===== config.mk =====
export PLATFORM = sky130hd
export DESIGN_NAME = hazard_ctrl_flat
export DESIGN_NICKNAME = d
export VERILOG_FILES = /design/src/rtl/hazard_ctrl_if.sv /design/src/rtl/hazard_ctrl.sv /design/src/flat_wrapper.sv
export SDC_FILE = /design/constraint.sdc
export NUM_CORES = 1
export LEC_CHECK = 0
export ABC_AREA = 1
export CAP_MARGIN = 20
export CORE_ASPECT_RATIO = 0.8
export CORE_MARGIN = 8
export CORE_UTILIZATION = 45
export CTS_CLUSTER_SIZE = 14
export DETAILED_ROUTE_END_ITERATION = 7
export PLACE_DENSITY = 0.87
export SKIP_CTS_REPAIR_TIMING = 1
export SYNTH_ARGS = -nofsm -noshare
export SYNTH_HDL_FRONTEND = slang
export SYNTH_SLANG_ARGS = --single-unit

===== constraint.sdc =====
create_clock -name clk -period 4.7 [get_ports clk]
set_input_delay 1.41 -clock clk [delete_from_list [all_inputs] [get_ports clk]]
set_output_delay 1.41 -clock clk [all_outputs]
set_load 0.1 [all_outputs]

===== src/rtl/hazard_ctrl_if.sv =====
// Pipeline sequencing bundle: hazard sources from ID/EX/MEM plus the
// per-register stall/flush enables and performance counters.
interface hazard_ctrl_if #(
  parameter int RS_WIDTH  = 5,
  parameter int CNT_WIDTH = 16
);
  // Hazard sources
  logic [RS_WIDTH-1:0]  rs1_id;
  logic [RS_WIDTH-1:0]  rs2_id;
  logic                 rs1_used_id;
  logic                 rs2_used_id;
  logic [RS_WIDTH-1:0]  rd_ex;
  logic                 mem_read_ex;
  logic                 branch_taken_ex;
  logic                 md_start_ex;
  logic                 md_done;
  logic                 dmem_req_mem;
  logic                 dmem_ack;

  // Pipeline register controls
  logic                 pc_stall;
  logic                 if_id_stall;
  logic                 if_id_flush;
  logic                 id_ex_stall;
  logic                 id_ex_flush;
  logic                 ex_mem_stall;
  logic                 ex_mem_flush;
  logic                 mem_wb_flush;

  // Performance counters
  logic [CNT_WIDTH-1:0] stall_cnt;
  logic [CNT_WIDTH-1:0] flush_cnt;

  // Core side: drives hazard sources, consumes controls
  modport master (
    output rs1_id, rs2_id, rs1_used_id, rs2_used_id, rd_ex, mem_read_ex,
           branch_taken_ex, md_start_ex, md_done, dmem_req_mem, dmem_ack,
    input  pc_stall, if_id_stall, if_id_flush, id_ex_stall, id_ex_flush,
           ex_mem_stall, ex_mem_flush, mem_wb_flush, stall_cnt, flush_cnt
  );

  // Controller side: consumes hazard sources, drives controls
  modport slave (
    input  rs1_id, rs2_id, rs1_used_id, rs2_used_id, rd_ex, mem_read_ex,
           branch_taken_ex, md_start_ex, md_done, dmem_req_mem, dmem_ack,
    output pc_stall, if_id_stall, if_id_flush, id_ex_stall, id_ex_flush,
           ex_mem_stall, ex_mem_flush, mem_wb_flush, stall_cnt, flush_cnt
  );
endinterface


===== src/rtl/hazard_ctrl.sv =====
// Hazard controller for the 5-stage core. Resolves data-memory wait,
// mul/div occupancy of EX, taken-branch redirect and load-use hazards in
// strict priority order, and counts stall cycles and branch flushes.
module hazard_ctrl #(
  parameter int RS_WIDTH  = 5,
  parameter int CNT_WIDTH = 16
) (
  input logic          clk,
  input logic          rst,
  hazard_ctrl_if.slave bus
);

  typedef enum logic [0:0] {
    RUN     = 1'b0,
    MD_WAIT = 1'b1
  } state_t;

  localparam logic [RS_WIDTH-1:0]  IDX_ZERO = {RS_WIDTH{1'b0}};
  localparam logic [CNT_WIDTH-1:0] CNT_MAX  = {CNT_WIDTH{1'b1}};
  localparam logic [CNT_WIDTH-1:0] CNT_ONE  = {{(CNT_WIDTH-1){1'b0}}, 1'b1};

  state_t               state_q, state_d;
  logic [CNT_WIDTH-1:0] stall_cnt_q, stall_cnt_d;
  logic [CNT_WIDTH-1:0] flush_cnt_q, flush_cnt_d;

  logic mem_wait_s;
  logic md_busy_s;
  logic load_use_s;
  logic flush_evt_s;

  logic pc_stall_s, if_id_stall_s, if_id_flush_s, id_ex_stall_s;
  logic id_ex_flush_s, ex_mem_stall_s, ex_mem_flush_s, mem_wb_flush_s;

  // Hazard condition decode shared by the priority chain
  always_comb begin
    mem_wait_s = bus.dmem_req_mem & ~bus.dmem_ack;
    // A start without a same-cycle done occupies EX from this cycle on
    md_busy_s  = (state_q == MD_WAIT) | (bus.md_start_ex & ~bus.md_done);
    // x0 is never written, so a load targeting it cannot create a hazard
    load_use_s = bus.mem_read_ex & (bus.rd_ex != IDX_ZERO) &
                 ((bus.rs1_used_id & (bus.rs1_id == bus.rd_ex)) |
                  (bus.rs2_used_id & (bus.rs2_id == bus.rd_ex)));
  end

  // Mul/div occupancy tracking; keeps watching md_done even during mem wait
  always_comb begin
    state_d = state_q;
    case (state_q)
      RUN: begin
        if (bus.md_start_ex && !bus.md_done) begin
          state_d = MD_WAIT;
        end else begin
          state_d = RUN;
        end
      end
      MD_WAIT: begin
        // A new start while busy is ignored; only done releases EX
        if (bus.md_done) begin
          state_d = RUN;
        end else begin
          state_d = MD_WAIT;
        end
      end
      default: begin
        state_d = RUN;
      end
    endcase
  end

  // Prioritised stall/flush selection; reset fills the pipe with bubbles
  always_comb begin
    pc_stall_s     = 1'b0;
    if_id_stall_s  = 1'b0;
    if_id_flush_s  = 1'b0;
    id_ex_stall_s  = 1'b0;
    id_ex_flush_s  = 1'b0;
    ex_mem_stall_s = 1'b0;
    ex_mem_flush_s = 1'b0;
    mem_wb_flush_s = 1'b0;
    flush_evt_s    = 1'b0;
    if (rst) begin
      if_id_flush_s  = 1'b1;
      id_ex_flush_s  = 1'b1;
      ex_mem_flush_s = 1'b1;
      mem_wb_flush_s = 1'b1;
    end else if (mem_wait_s) begin
      // Whole front of the pipe freezes; MEM/WB gets bubbles
      pc_stall_s     = 1'b1;
      if_id_stall_s  = 1'b1;
      id_ex_stall_s  = 1'b1;
      ex_mem_stall_s = 1'b1;
      mem_wb_flush_s = 1'b1;
    end else if (md_busy_s) begin
      // EX holds its operands; bubbles flow into MEM
      pc_stall_s     = 1'b1;
      if_id_stall_s  = 1'b1;
      id_ex_stall_s  = 1'b1;
      ex_mem_flush_s = 1'b1;
    end else if (bus.branch_taken_ex) begin
      // Squash the wrong-path instructions; any load-use in ID is moot
      if_id_flush_s  = 1'b1;
      id_ex_flush_s  = 1'b1;
      flush_evt_s    = 1'b1;
    end else if (load_use_s) begin
      // One bubble suffices: it clears mem_read_ex next cycle
      pc_stall_s     = 1'b1;
      if_id_stall_s  = 1'b1;
      id_ex_flush_s  = 1'b1;
    end else begin
      pc_stall_s     = 1'b0;
    end
  end

  // Saturating performance counter next-state
  always_comb begin
    stall_cnt_d = stall_cnt_q;
    flush_cnt_d = flush_cnt_q;
    if (pc_stall_s && (stall_cnt_q != CNT_MAX)) begin
      stall_cnt_d = stall_cnt_q + CNT_ONE;
    end else begin
      stall_cnt_d = stall_cnt_q;
    end
    if (flush_evt_s && (flush_cnt_q != CNT_MAX)) begin
      flush_cnt_d = flush_cnt_q + CNT_ONE;
    end else begin
      flush_cnt_d = flush_cnt_q;
    end
  end

  // State and counter registers
  always_ff @(posedge clk or posedge rst) begin
    if (rst) begin
      state_q     <= RUN;
      stall_cnt_q <= {CNT_WIDTH{1'b0}};
      flush_cnt_q <= {CNT_WIDTH{1'b0}};
    end else begin
      state_q     <= state_d;
      stall_cnt_q <= stall_cnt_d;
      flush_cnt_q <= flush_cnt_d;
    end
  end

  assign bus.pc_stall     = pc_stall_s;
  assign bus.if_id_stall  = if_id_stall_s;
  assign bus.if_id_flush  = if_id_flush_s;
  assign bus.id_ex_stall  = id_ex_stall_s;
  assign bus.id_ex_flush  = id_ex_flush_s;
  assign bus.ex_mem_stall = ex_mem_stall_s;
  assign bus.ex_mem_flush = ex_mem_flush_s;
  assign bus.mem_wb_flush = mem_wb_flush_s;
  assign bus.stall_cnt    = stall_cnt_q;
  assign bus.flush_cnt    = flush_cnt_q;

endmodule


===== src/flat_wrapper.sv =====
// flat-port wrapper written by rule: the top's interface ports become plain ports
module hazard_ctrl_flat 
#(
  parameter int RS_WIDTH  = 5,
  parameter int CNT_WIDTH = 16
)
  (clk, rst, bus_rs1_id, bus_rs2_id, bus_rs1_used_id, bus_rs2_used_id, bus_rd_ex, bus_mem_read_ex, bus_branch_taken_ex, bus_md_start_ex, bus_md_done, bus_dmem_req_mem, bus_dmem_ack, bus_pc_stall, bus_if_id_stall, bus_if_id_flush, bus_id_ex_stall, bus_id_ex_flush, bus_ex_mem_stall, bus_ex_mem_flush, bus_mem_wb_flush, bus_stall_cnt, bus_flush_cnt);
  hazard_ctrl_if #(.RS_WIDTH(RS_WIDTH), .CNT_WIDTH(CNT_WIDTH)) bus_i ();
  input logic clk;
  input logic rst;
  input wire logic [$bits(bus_i.rs1_id)-1:0] bus_rs1_id;
  input wire logic [$bits(bus_i.rs2_id)-1:0] bus_rs2_id;
  input wire logic [$bits(bus_i.rs1_used_id)-1:0] bus_rs1_used_id;
  input wire logic [$bits(bus_i.rs2_used_id)-1:0] bus_rs2_used_id;
  input wire logic [$bits(bus_i.rd_ex)-1:0] bus_rd_ex;
  input wire logic [$bits(bus_i.mem_read_ex)-1:0] bus_mem_read_ex;
  input wire logic [$bits(bus_i.branch_taken_ex)-1:0] bus_branch_taken_ex;
  input wire logic [$bits(bus_i.md_start_ex)-1:0] bus_md_start_ex;
  input wire logic [$bits(bus_i.md_done)-1:0] bus_md_done;
  input wire logic [$bits(bus_i.dmem_req_mem)-1:0] bus_dmem_req_mem;
  input wire logic [$bits(bus_i.dmem_ack)-1:0] bus_dmem_ack;
  output wire logic [$bits(bus_i.pc_stall)-1:0] bus_pc_stall;
  output wire logic [$bits(bus_i.if_id_stall)-1:0] bus_if_id_stall;
  output wire logic [$bits(bus_i.if_id_flush)-1:0] bus_if_id_flush;
  output wire logic [$bits(bus_i.id_ex_stall)-1:0] bus_id_ex_stall;
  output wire logic [$bits(bus_i.id_ex_flush)-1:0] bus_id_ex_flush;
  output wire logic [$bits(bus_i.ex_mem_stall)-1:0] bus_ex_mem_stall;
  output wire logic [$bits(bus_i.ex_mem_flush)-1:0] bus_ex_mem_flush;
  output wire logic [$bits(bus_i.mem_wb_flush)-1:0] bus_mem_wb_flush;
  output wire logic [$bits(bus_i.stall_cnt)-1:0] bus_stall_cnt;
  output wire logic [$bits(bus_i.flush_cnt)-1:0] bus_flush_cnt;
  assign bus_i.rs1_id = bus_rs1_id;
  assign bus_i.rs2_id = bus_rs2_id;
  assign bus_i.rs1_used_id = bus_rs1_used_id;
  assign bus_i.rs2_used_id = bus_rs2_used_id;
  assign bus_i.rd_ex = bus_rd_ex;
  assign bus_i.mem_read_ex = bus_mem_read_ex;
  assign bus_i.branch_taken_ex = bus_branch_taken_ex;
  assign bus_i.md_start_ex = bus_md_start_ex;
  assign bus_i.md_done = bus_md_done;
  assign bus_i.dmem_req_mem = bus_dmem_req_mem;
  assign bus_i.dmem_ack = bus_dmem_ack;
  assign bus_pc_stall = bus_i.pc_stall;
  assign bus_if_id_stall = bus_i.if_id_stall;
  assign bus_if_id_flush = bus_i.if_id_flush;
  assign bus_id_ex_stall = bus_i.id_ex_stall;
  assign bus_id_ex_flush = bus_i.id_ex_flush;
  assign bus_ex_mem_stall = bus_i.ex_mem_stall;
  assign bus_ex_mem_flush = bus_i.ex_mem_flush;
  assign bus_mem_wb_flush = bus_i.mem_wb_flush;
  assign bus_stall_cnt = bus_i.stall_cnt;
  assign bus_flush_cnt = bus_i.flush_cnt;
  hazard_ctrl #(.RS_WIDTH(RS_WIDTH), .CNT_WIDTH(CNT_WIDTH)) u_core (.clk(clk), .rst(rst), .bus(bus_i));
endmodule

==> impl_metrics.py <==
metrics = {
    "place": {
        "portBuffers": 64,
        "dp.cells": 444,
        "hpwl_mm": 4.76,
        "gp_congestion": 0.948,
        "place_area_um2": 3050,
    },
    "final_layout": {
        "fillers": 422,
        "multi_input_area_um2": 1240,
        "register_area_um2": 826,
        "drive_gt1_share_pct": 9.49,
        "syn2layout_area_growth_pct": 38.7,
        "diodes": 0,
        "fin_cells": 452,
        "design_area_um2": 3130,
        "finalNetCount": 416,
    },
    "synth": {
        "synth-warning-count": 0,
        "ys_seq_elements": 33,
        "synthTopCellsByCount": "nand2_1, inv_1, dfrtp_1, nor2_1, nand4_1",
        "syn-num-nets": 348,
        "avgSynthCellArea_um2": 7.03,
        "synthCells": 321,
        "synth-seq-area-share_pct": 36.6,
        "synthTopCellsByArea": "dfrtp_1, nand2_1, xor2_1",
        "synth_top_area_share_pct": 36.6,
        "synth_ff_type": "dfrtp_1",
        "synth-edff-count": 0,
        "syn_area_um2": 2260,
        "synth-async-reset-ratio_pct": 100,
        "netlist-cell-type-count": 23,
        "yosysTopAreaCell": "dfrtp_1",
        "yosysMostFrequentCell": "nand2_1",
    },
    "run": {
        "drv_cap": 0,
    },
    "timing": {
        "hold_violations": 0,
        "rsz0062_at_grt": "no",
        "skew_ns": 0.00696,
        "slew_viol_final": 0,
        "min_period_over_period_pct": 94.1,
        "slew_headroom_pct": 33.2,
        "holdWs_ns": 0.517,
        "min_period_ns": 4.42,
        "setup_viol": 0,
        "timing.fmax_ghz": 0.226,
        "tightest_slew_ns": 0.999,
    },
    "drt": {
        "route.vias.total": 2299,
        "drt-total-wl_mm": 6.06,
        "firstDrtPassIters": 4,
        "avgViaCountPerCell": 5.09,
        "antenna_left": 0,
        "drtIter0Drc": 139,
        "avgRoutedWirePerCell_um": 13.4,
        "drc": 0,
    },
    "global_route": {
        "grt-ovfl-total": 0,
        "grt_pass1_vias": 2294,
        "grt_first_pass_wirelength_mm": 10.4,
        "antenna_found_initial": 0,
        "track_usage_pct": 17.0,
        "grt_max_degree": 22,
    },
    "power": {
        "power_uw": 1120,
        "vdd_ir_drop_max_v": 0.000469,
        "p_per_area_nw_per_um2": 358,
        "leakagePower_uw": 0.00149,
    },
    "clock_network": {
        "cts.path.max_buffers": 2,
        "clockRootBuffer": "clkbuf_8",
        "cts_buffers": 5,
        "cts_tree": "yes",
        "cts_sinks": 33,
        "clk_latency_ns": 0.28,
        "htree_levels": 2,
        "clkTransAtPathRegs_ns": 0.07,
    },
    "critical_path": {
        "critPathMaxStageDelay_ns": 0.56,
        "crit_arrival_ns": 3.01,
        "path_class": "in2out",
        "r2r_slack_ns": 2.57,
        "timing.rr.end": "u_core.bus.flush_cnt[10]",
        "crit_slowest_cell": "clkdlybuf4s50_1",
        "crit_top_cell": "nand2_1",
        "critPathCaptureType": "primary output",
        "crit_start": "bus_rd_ex[4]",
        "cp-start-kind": "input pin",
        "path_cells": "clkdlybuf4s50_1 -> inv_2 -> nand2_1 -> nand2_1 -> nor2_1 -> nand3_1 -> nand2_1 -> nand2_1 -> o21ai_1 -> buf_12",
        "rr_worst_depth": 10,
        "critPathMaxFanout": 4,
        "cp.required_ns": 3.29,
        "r2r_start": "u_core.bus.flush_cnt[0]",
    },
    "die": {
        "num_rows": 23,
        "ios": 65,
        "start_util_pct": 45.9,
        "fp.dieH_um": 79.3,
        "core_area_um2": 4920,
        "die_x_um": 95.2,
        "fp.dieArea_um2": 7550,
    },
    "hold_path": {
        "hold_path.class": "reg2reg",
        "min_delay_path_depth": 2,
        "hold_start": "u_core.state_q",
        "whs_endpoint": "u_core.state_q",
    },
    "run_status": {
        "outcome": "complete, no violations",
    },
}
logic make-up (layout without fill, tap and decap cells):
family / Yosys count / count (layout) / share of synthesized area [%]
AO/OA/AOI/OAI: 12 / 12 / 3.16
XOR/XNOR: 25 / 25 / 9.70
adder cells (fa/ha/maj): 2 / 2 / 1.11
buffers and inverters: 50 / 119 / 9.15
flip-flops: 33 / 33 / 36.6
AND/OR/NAND/NOR: 199 / 199 / 40.3
worst max-delay path, delay by kind of cell:
| family | cells | cell delay [ns] |
|---|---|---|
| and+or+nand+nor | 6 | 0.52 |
| AOI/OAI and AO/OA | 1 | 0.25 |
| buffers and inverters | 3 | 0.82 |
flip-flops by register name (all words and copies together), names as in the netlist:
| signal | cells |
|---|---|
| u_core.bus.flush_cnt | 16 |
| u_core.bus.stall_cnt | 16 |
| u_core.state_q | 1 |
per-stage QoR:
stage | utilization [%] | setup TNS (ns) | setup slack [ns]
floorplan | - | -0.306 | -0.306
global route | 63.6 | 0 | 0.142
detailed placement | 61.9 | 0 | 0.300
finish | 63.6 | 0 | 0.275
CTS | 63.6 | 0 | 0.291
global placement | 61.9 | 0 | 0.343
cell type report:
type | count | area share (%)
multi-input combinational | 238 | 39.5
timing repair buffer | 67 | 23.7
clock inverter | 2 | 0.320
clock buffer | 6 | 2.32
inverter | 44 | 5.28
sequential | 33 | 26.4
tap | 62 | 2.48
power breakdown:
| group | leakage [uW] | internal (uW) | total (uW) | switching [uW] |
|---|---|---|---|---|
| Sequential | 0.000439 | 319 | 370 | 50.3 |
| Clock | 0.0000450 | 103 | 206 | 103 |
| Combinational | 0.00100 | 142 | 544 | 403 |
layer usage:
| layer | vias up | GRT usage, % | routed length [um] | part of all wire [%] |
|---|---|---|---|---|
| li1 | 1160 | - | - | - |
| met1 | 1056 | 22.0 | 2800 | 46 |
| met2 | 75 | 27.0 | 2780 | 46 |
| met3 | 8 | 4.80 | 410 | 6.8 |
| met4 | 0 | 4.98 | 65 | 1.1 |
| met5 | - | 0 | 0 | 0 |
how the worst max path moves through the flow:
| stage | endpoint | slack, ns | cells past startpoint |
|---|---|---|---|
| after floorplan | bus_pc_stall | -0.31 | 7 |
| after global placement | bus_id_ex_flush | 0.34 | 8 |
| after detailed placement | bus_id_ex_flush | 0.30 | 10 |
| after CTS | bus_id_ex_flush | 0.29 | 10 |
| after global routing | bus_id_ex_flush | 0.14 | 10 |
| final | bus_id_ex_flush | 0.28 | 10 |
placed cells by master (no fill, tap or decap), drive strengths merged:
cell type      netlist  layout
clkdlybuf4s50        0      56
nor3                14      14
dfrtp               33      33
nand2              113     113
nand3               18      18
a21oi                3       3
inv                 44      44
nor2                32      32
clkbuf               0       6
nand4               22      22
ha                   2       2
xnor2                6       6
clkinv               0       2
buf                  6      11
o21ai                9       9
xor2                19      19
No activity file was read; power rests on OpenSTA's default activity.
